[src/rtl/serial_add_ctrl_if.sv]
// Start/busy/done handshake and operand/result bus of the bit-serial adder.
interface serial_add_ctrl_if #(
  parameter int unsigned WIDTH = 8
) ();
  logic             start;
  logic             sub;
  logic             cin;
  logic [WIDTH-1:0] a;
  logic [WIDTH-1:0] b;
  logic             busy;
  logic             done;
  logic [WIDTH-1:0] sum;
  logic             cout;
  logic             ovf;

  modport master (
    output start, sub, cin, a, b,
    input  busy, done, sum, cout, ovf
  );

  modport slave (
    input  start, sub, cin, a, b,
    output busy, done, sum, cout, ovf
  );
endinterface

[src/rtl/serial_add_ctrl.sv]
// Bit-serial add/subtract controller: one full-adder cell stepped LSB first
// over WIDTH cycles, producing sum, carry-out and signed overflow.
module faddr (
  input  logic a,
  input  logic b,
  input  logic cin,
  output logic s,
  output logic c
);
  assign s = a ^ b ^ cin;
  assign c = (a & b) | (cin & (a ^ b));
endmodule

module serial_add_ctrl #(
  parameter int unsigned WIDTH = 8
) (
  input  logic               clk,
  input  logic               rst,
  serial_add_ctrl_if.slave   bus
);
  localparam int unsigned CNT_W = $clog2(WIDTH + 1);
  localparam logic [CNT_W-1:0] CNT_LAST = CNT_W'(WIDTH - 1);

  localparam logic [1:0] IDLE = 2'd0;
  localparam logic [1:0] RUN  = 2'd1;
  localparam logic [1:0] DONE = 2'd2;

  logic [1:0]       state_q, state_d;
  logic [WIDTH-1:0] a_sh_q, a_sh_d;
  logic [WIDTH-1:0] b_sh_q, b_sh_d;
  logic [WIDTH-1:0] s_sh_q, s_sh_d;
  logic             carry_q, carry_d;
  logic [CNT_W-1:0] cnt_q, cnt_d;
  logic [WIDTH-1:0] sum_q, sum_d;
  logic             cout_q, cout_d;
  logic             ovf_q, ovf_d;

  logic             fa_s;
  logic             fa_c;
  logic [WIDTH-1:0] s_next;

  faddr u_fa (
    .a   (a_sh_q[0]),
    .b   (b_sh_q[0]),
    .cin (carry_q),
    .s   (fa_s),
    .c   (fa_c)
  );

  // New sum bit enters at the MSB; written as a shift so WIDTH=1 needs no special case.
  assign s_next = WIDTH'({fa_s, s_sh_q} >> 1);

  always_comb begin
    state_d = state_q;
    a_sh_d  = a_sh_q;
    b_sh_d  = b_sh_q;
    s_sh_d  = s_sh_q;
    carry_d = carry_q;
    cnt_d   = cnt_q;
    sum_d   = sum_q;
    cout_d  = cout_q;
    ovf_d   = ovf_q;

    case (state_q)
      IDLE, DONE: begin
        state_d = IDLE;
        if (bus.start) begin
          state_d = RUN;
          a_sh_d  = bus.a;
          b_sh_d  = bus.sub ? ~bus.b : bus.b;
          carry_d = bus.sub ? 1'b1 : bus.cin;
          cnt_d   = '0;
        end
      end
      RUN: begin
        s_sh_d  = s_next;
        a_sh_d  = a_sh_q >> 1;
        b_sh_d  = b_sh_q >> 1;
        carry_d = fa_c;
        cnt_d   = cnt_q + CNT_W'(1);
        if (cnt_q == CNT_LAST) begin
          // carry_q is the carry into the MSB on this last step.
          state_d = DONE;
          sum_d   = s_next;
          cout_d  = fa_c;
          ovf_d   = carry_q ^ fa_c;
        end
      end
      default: state_d = IDLE;
    endcase
  end

  always_ff @(posedge clk) begin
    if (rst) begin
      state_q <= IDLE;
      a_sh_q  <= '0;
      b_sh_q  <= '0;
      s_sh_q  <= '0;
      carry_q <= 1'b0;
      cnt_q   <= '0;
      sum_q   <= '0;
      cout_q  <= 1'b0;
      ovf_q   <= 1'b0;
    end else begin
      state_q <= state_d;
      a_sh_q  <= a_sh_d;
      b_sh_q  <= b_sh_d;
      s_sh_q  <= s_sh_d;
      carry_q <= carry_d;
      cnt_q   <= cnt_d;
      sum_q   <= sum_d;
      cout_q  <= cout_d;
      ovf_q   <= ovf_d;
    end
  end

  assign bus.busy = (state_q == RUN);
  assign bus.done = (state_q == DONE);
  assign bus.sum  = sum_q;
  assign bus.cout = cout_q;
  assign bus.ovf  = ovf_q;
endmodule

[src/flat_wrapper.sv]
// flat-port wrapper written by rule: the top's interface ports become plain ports
module serial_add_ctrl_flat 
#(
  parameter int unsigned WIDTH = 8
)
  (clk, rst, bus_start, bus_sub, bus_cin, bus_a, bus_b, bus_busy, bus_done, bus_sum, bus_cout, bus_ovf);
  serial_add_ctrl_if #(.WIDTH(WIDTH)) bus_i ();
  input  logic clk;
  input  logic rst;
  input wire logic [$bits(bus_i.start)-1:0] bus_start;
  input wire logic [$bits(bus_i.sub)-1:0] bus_sub;
  input wire logic [$bits(bus_i.cin)-1:0] bus_cin;
  input wire logic [$bits(bus_i.a)-1:0] bus_a;
  input wire logic [$bits(bus_i.b)-1:0] bus_b;
  output wire logic [$bits(bus_i.busy)-1:0] bus_busy;
  output wire logic [$bits(bus_i.done)-1:0] bus_done;
  output wire logic [$bits(bus_i.sum)-1:0] bus_sum;
  output wire logic [$bits(bus_i.cout)-1:0] bus_cout;
  output wire logic [$bits(bus_i.ovf)-1:0] bus_ovf;
  assign bus_i.start = bus_start;
  assign bus_i.sub = bus_sub;
  assign bus_i.cin = bus_cin;
  assign bus_i.a = bus_a;
  assign bus_i.b = bus_b;
  assign bus_busy = bus_i.busy;
  assign bus_done = bus_i.done;
  assign bus_sum = bus_i.sum;
  assign bus_cout = bus_i.cout;
  assign bus_ovf = bus_i.ovf;
  serial_add_ctrl #(.WIDTH(WIDTH)) u_core (.clk(clk), .rst(rst), .bus(bus_i));
endmodule
[config.mk]
export PLATFORM = sky130hd
export DESIGN_NAME = serial_add_ctrl_flat
export DESIGN_NICKNAME = d
export VERILOG_FILES = /design/src/rtl/serial_add_ctrl_if.sv /design/src/rtl/serial_add_ctrl.sv /design/src/flat_wrapper.sv
export SDC_FILE = /design/constraint.sdc
export NUM_CORES = 1
export LEC_CHECK = 0
export CAP_MARGIN = 25
export CORE_UTILIZATION = 25
export CTS_BUF_LIST = sky130_fd_sc_hd__clkbuf_8
export DETAILED_ROUTE_END_ITERATION = 8
export PLACE_DENSITY_LB_ADDON = 0.05
export SYNTH_ARGS = -nofsm -noshare
export SYNTH_HDL_FRONTEND = slang
export SYNTH_SLANG_ARGS = --single-unit
[constraint.sdc]
create_clock -name clk -period 2.9 [get_ports clk]
set_input_delay 0.435 -clock clk [delete_from_list [all_inputs] [get_ports clk]]
set_output_delay 0.435 -clock clk [all_outputs]
set_load 0.1 [all_outputs]
==> results.sh, run 1 <==
export IMPL_finalCriticalPeriod_ns=1.93
export IMPL_critPathMaxFanout=17
export IMPL_portBuffers=32
export IMPL_use_met3=0.0295
export IMPL_synthCells=195
export IMPL_hold_class="flop to flop"
export IMPL_worst_skew_pair_late_latency_ns=0.28
export IMPL_tritoncts="built"
export IMPL_path_clk_slew_ns=0.07
export IMPL_synth_edff_count=0
export IMPL_core_sq_mm=0.00646
export IMPL_drtPass1Iterations=4
export IMPL_grt_pass1_vias=1413
export IMPL_avgSynthCellArea_sq_um=8.68
export IMPL_ys_types=28
export IMPL_clkPwrFrac=0.332
export IMPL_switching_share=0.257
export IMPL_cts_root_buf="clkbuf_8"
export IMPL_die_h_um=84.3
export IMPL_vdd_drop_max_mv=0.170
export IMPL_num_rows=29
export IMPL_powerDensity_mw_per_mm2=523
export IMPL_period_share=0.666
export IMPL_drt_iter0_markers=134
export IMPL_cap_viol_max_count=0
export IMPL_grt_first_pass_wirelength_mm=6.89
export IMPL_finalPower_mw=1.11
export IMPL_whs_ns=0.469
export IMPL_fmax_mhz=518
export IMPL_slew_headroom=0.437
export IMPL_busiest_layer="met2"
export IMPL_start_util=0.262
export IMPL_grt_util_met2=0.190
export IMPL_gp_congestion=0.671
export IMPL_grt_use_total=0.122
export IMPL_syn_to_final_growth_pct=25.6
export IMPL_synth_top_area_frac=0.473
export IMPL_worstSetupStartpointType="flop"
export IMPL_die_w_um=84.3
export IMPL_finalHoldViolations=0
export IMPL_crit_type="flop to output port"
export IMPL_use_met1=0.164
export IMPL_ys_top_cells_by_count="dfxtp_1 (40), a21oi_1 (37), nand3_1 (28)"
export IMPL_cts_num_sinks=40
export IMPL_ant_nets=0
export IMPL_wirelength_mm=4.01
export IMPL_synth_most_common_cell="dfxtp_1"
export IMPL_numCtsBuffers=5
export IMPL_cp_end_kind="output port"
export IMPL_synth_fp_nets=218
export IMPL_ys_top_cells_by_area="dfxtp_1 (47%), a21oi_1 (11%), nand3_1 (8.3%)"
export IMPL_skew_ns=0.00369
export IMPL_power_leakage_nw=0.771
export IMPL_io_pins=33
export IMPL_internal_power_mw=0.826
export IMPL_netlist_area_sq_mm=0.00169
export IMPL_power_switching_mw=0.286
export IMPL_drc=0
export IMPL_cts_setup_buffers=0
export IMPL_cp_required_ns=2.47
export IMPL_finalSetupTns_ns=0
export IMPL_post_drt_wl_per_cell_um=13.4
export IMPL_drive_gt1_frac=0.122
export IMPL_avgViaCountPerCell=4.95
export IMPL_dp_cells=291
export IMPL_yosysWarnings=0
export IMPL_tightest_slew_ns=0.845
export IMPL_ctsHtreeMaxLevel=2
export IMPL_final_cells=299
export IMPL_status="finished, final reports clean"
export IMPL_vias=1481
export IMPL_dp_hpwl_mm=2.56
export IMPL_nNetsFinal=244
export IMPL_synth_ff_type="dfxtp_1"
export IMPL_clk_path_buf_depth=2
export IMPL_antenna_found_initial=0
export IMPL_comb_power_share=0.142
export IMPL_async_reset_ff_frac=0
export IMPL_slew_violations=0
export IMPL_die_area_sq_mm=0.00710
export IMPL_antenna_cells=0
export IMPL_hold_buffers=0
export IMPL_yosysSeqAreaShare=0.473
export IMPL_seqPwrFrac=0.526
export IMPL_rsz0062_at_grt="no"
export IMPL_setup_viol=0
export IMPL_ys_ff_latch=40
export IMPL_grt_ovfl_total=0
export IMPL_ctsResizeCount=0
export IMPL_grt_max_degree=38
export IMPL_yosysTopAreaCell="dfxtp_1"
export IMPL_worst_ep_arrival_time_ns=1.50
==> flip-flops by register name, indices dropped and copies added, names as in the netlist <==
register         count
u_core.a_sh_q        8
u_core.b_sh_q        8
u_core.bus.sum       8
u_core.s_sh_q        7
u_core.cnt_q         4
u_core.state_q       2
u_core.bus.cout      1
u_core.bus.ovf       1
u_core.carry_q       1
==> area by class of cell <==
type | count | area, sq um
multi-input combinational | 135 | 788
inverter | 1 | 3.75
fill | 707 | 4330
sequential | 40 | 801
clock inverter | 2 | 7.51
timing repair buffer | 38 | 348
clock buffer | 6 | 82.6
tap | 77 | 96.3
==> per-stage QoR <==
| stage | area, sq um | setup WS [ns] | util |
|---|---|---|---|
| 4_1_cts | 2130 | 0.955 | 0.329 |
| 3_5_place_dp | 2040 | 1.01 | 0.315 |
| 5_1_grt | 2130 | 0.880 | 0.329 |
| 3_3_place_gp | 2040 | 1.04 | 0.315 |
| 6_report | 2130 | 0.970 | 0.329 |
| 2_1_floorplan | 1690 | 0.813 | - |
==> critical path, stage by stage, from the launching register on <==
cell and delay (ns):
dfxtp_1 0.31, nand2b_1 0.15, inv_1 0.49, buf_12 0.26
==> cells in the final DEF (no fill, tap or decap), drive strengths merged, types with 2 or more instances in the layout <==
master	count
dfxtp	40
a21oi	37
nand3	28
clkdlybuf4s50	20
nand2	18
buf	18
a22oi	14
o21ai	10
xor2	8
clkbuf	6
nand2b	3
inv	3
nor2b	2
nand3b	2
==> cell families after synthesis <==
kind of cell	Yosys count	synth area share
multiplexers	2	0.0148
flip-flops	40	0.473
buffers and inverters	20	0.0613
AO/OA/AOI/OAI	64	0.217
adder cells (fa/ha/maj)	2	0.0192
AND/OR/NAND/NOR	58	0.168
XOR/XNOR	9	0.0466
==> power groups by stage <==
| stage | clock (mW) | combinational [mW] | sequential, mW |
|---|---|---|---|
| final | 0.369 | 0.157 | 0.585 |
| after global routing | 0.414 | 0.174 | 0.588 |
| after CTS | 0.388 | 0.158 | 0.585 |
| after detailed placement | 0 | 0.158 | 0.598 |
| after global placement | 0 | 0.155 | 0.597 |
| after floorplan | 0 | 0.104 | 0.594 |
==> routing by layer <==
metal | up-vias | part of all wire
met5 | - | 0
met4 | 0 | 0.011
met3 | 4 | 0.045
met2 | 31 | 0.45
met1 | 708 | 0.50
li1 | 738 | -
==> worst paths after layout <==
check	slack [ns]	depth (start not counted)	end	from
worst max-delay path	0.97	3	bus_busy	u_core.state_q[1]
worst min-delay path	0.47	2	u_core.s_sh_q[1]	u_core.s_sh_q[1]
worst max register to register	1.15	5	u_core.bus.ovf	u_core.state_q[1]
worst min register to register	0.47	2	u_core.s_sh_q[1]	u_core.s_sh_q[1]
Note: power is estimated with default switching activity, not from simulation.
==> inputs of run 2 (changes only) <==
==> constraint.sdc (replaced) <==
create_clock -name clk -period 1.8 [get_ports clk]
set_input_delay 0.27 -clock clk [delete_from_list [all_inputs] [get_ports clk]]
set_output_delay 0.27 -clock clk [all_outputs]
set_load 0.1 [all_outputs]
==> run 2 against run 1 <==
  * Critical path type is now flop to flop
  * Cell count rose by 1.7%
  * Combinational power rose by 66%
  * Wire length fell by 0.30%
  * Critical path depth rose by 1
  * Hold slack got worse by 0.0046 ns
  * Non-clock buffer count rose by 6
  * Sequential share of layout area fell by 1.1 points
  * Register-to-register slack got worse by 0.81 ns
  * Clock-buffer cell count rose by 1
  * Final area rose by 3.1%
  * The flow now finishes with violations (design-rule violations)
  * First-iteration DRC count fell by 40%
  * Clock skew rose by 0.0043 ns
==> results.sh, run 2 (synthesis gave the netlist of run 1 again) <==
export IMPL_crit_end="u_core.bus.sum[1]"
export IMPL_dp_cells=297
export IMPL_crit_reg2reg_capture="u_core.bus.sum[1]"
export IMPL_final_common_cell="dfxtp_1"
export IMPL_fmax_mhz=683
export IMPL_crit_family="flip-flops"
export IMPL_finalSetupTns_ns=0
export IMPL_crit_type="flop to flop"
export IMPL_finalHoldViolations=0
export IMPL_io_pins=33
export IMPL_power_leakage_nw=0.799
export IMPL_dp_hpwl_mm=2.77
export IMPL_comb_power_share=0.141
export IMPL_hold_buffers=0
export IMPL_drive_gt1_frac=0.154
export IMPL_portBuffers=32
export IMPL_vdd_drop_max_mv=0.265
export IMPL_syn_to_final_growth_pct=29.6
export IMPL_post_drt_wl_per_cell_um=13.2
export IMPL_skew_ns=0.00797
export IMPL_avgViaCountPerCell=4.85
export IMPL_grt_first_pass_wirelength_mm=6.73
export IMPL_clk_path_buf_depth=2
export IMPL_crit_path_start="u_core.cnt_q[0]"
export IMPL_cap_viol_max_count=0
export IMPL_start_util=0.262
export IMPL_cpMaxStageDelayCell="dfxtp_1"
export IMPL_switching_share=0.253
export IMPL_status="finished, violations left"
export IMPL_slew_headroom=0.694
export IMPL_period_share=0.813
export IMPL_grt_ovfl_total=0
export IMPL_timing_rr_start="u_core.cnt_q[0]"
export IMPL_gp_congestion=0.682
export IMPL_slowest_delay_ns=0.38
export IMPL_setup_viol=0
export IMPL_powerDensity_mw_per_mm2=843
export IMPL_finalPower_mw=1.85
export IMPL_drtPass1Iterations=6
export IMPL_tightest_slew_ns=0.457
export IMPL_whs_ns=0.464
export IMPL_ctsHtreeMaxLevel=2
export IMPL_cp_required_ns=1.98
export IMPL_critPathBufInv=0
export IMPL_cts_setup_buffers=0
export IMPL_wirelength_mm=4.00
export IMPL_final_cells=304
export IMPL_vias=1473
export IMPL_ant_nets=0
export IMPL_critPathMaxFanout=11
export IMPL_violations="design-rule violations"
export IMPL_internal_power_mw=1.38
export IMPL_slew_violations=0
export IMPL_num_rows=29
export IMPL_die_area_sq_mm=0.00710
export IMPL_nNetsFinal=250
export IMPL_reg2reg_depth=4
export IMPL_cts_num_sinks=40
export IMPL_cp_depth=4
export IMPL_cts_root_buf="clkbuf_8"
export IMPL_ctsResizeCount=0
export IMPL_hold_class="flop to flop"
export IMPL_die_w_um=84.3
export IMPL_rsz0062_at_grt="no"
export IMPL_tritoncts="built"
export IMPL_grt_max_degree=22
export IMPL_cp_end_kind="flop"
export IMPL_r2r_setup_slack_ns=0.34
export IMPL_power_switching_mw=0.468
export IMPL_finish_utilization=0.340
export IMPL_hold_path_depth=2
export IMPL_antenna_found_initial=0
export IMPL_grt_pass1_vias=1401
export IMPL_drc=2
export IMPL_worst_ep_arrival_time_ns=1.64
export IMPL_drt_iter0_markers=81
export IMPL_grt_use_total=0.120
export IMPL_crit_chain="ha_1, nand3b_1, o21ai_0, a21oi_1"
export IMPL_worstSetupStartpointType="flop"
export IMPL_path_clk_slew_ns=0.08
export IMPL_worst_skew_pair_late_latency_ns=0.29
export IMPL_finalCriticalPeriod_ns=1.46
export IMPL_seqPwrFrac=0.511
export IMPL_die_h_um=84.3
export IMPL_final_cell_mix="dfxtp_1 (40), a21oi_1 (37), nand3_1 (28), buf_4 (22), clkdlybuf4s50_1 (20)"
export IMPL_numCtsBuffers=5
export IMPL_clkPwrFrac=0.348
export IMPL_antenna_cells=0
export IMPL_core_sq_mm=0.00646
[run 2: cell count changes in the layout (fill, tap and decap cells not counted), sizes merged]
| cell | change |
|---|---|
| buf | +6 |
| inv | -2 |
| clkbuf | +1 |
[run 2: area by class of cell]
class	instances	area, sq um
repair buffers	44	405
clock buffers	7	96.3
flip-flops and latches	40	801
fillers	699	4270
well taps	77	96.3
inverters	1	3.75
multi-input cells	135	791
[run 2: stage by stage]
step,cell area [sq um],setup WS (ns)
final,2190,0.337
after global routing,2190,0.140
after CTS,2190,0.293
after detailed placement,2100,0.201
after global placement,2100,0.219
after floorplan,1700,0.404
[run 2: routing by layer]
metal,global-route usage,vias up,routed length [um]
met5,0,-,0
met4,0.0470,0,61
met3,0.0305,6,238
met2,0.186,43,1760
met1,0.159,671,1940
li1,-,753,-
[run 2: how the worst min path moves through the flow]
| stage | start | to | slack [ns] |
|---|---|---|---|
| finish | u_core.s_sh_q[1] | u_core.s_sh_q[1] | 0.46 |
| global route | u_core.s_sh_q[1] | u_core.s_sh_q[1] | 0.48 |
| CTS | u_core.s_sh_q[1] | u_core.s_sh_q[1] | 0.46 |
| detailed placement | u_core.s_sh_q[1] | u_core.s_sh_q[1] | 0.45 |
| global placement | u_core.s_sh_q[1] | u_core.s_sh_q[1] | 0.45 |
| floorplan | bus_a[7] | u_core.a_sh_q[7] | 0.41 |
[run 2: worst reg2reg max path, stage by stage, from the launching register on]
cell and delay (ns):
dfxtp_1 0.38, ha_1 0.24, nand3b_1 0.36, o21ai_0 0.29
a21oi_1 0.09
[run 2: power groups by stage]
stage               sequential [mW]  combinational, mW  clock [mW]
floorplan                     0.958              0.168           0
global placement              0.964              0.262           0
finish                        0.944              0.261       0.643
detailed placement            0.965              0.264           0
CTS                           0.944              0.265       0.678
global route                  0.949              0.289       0.708
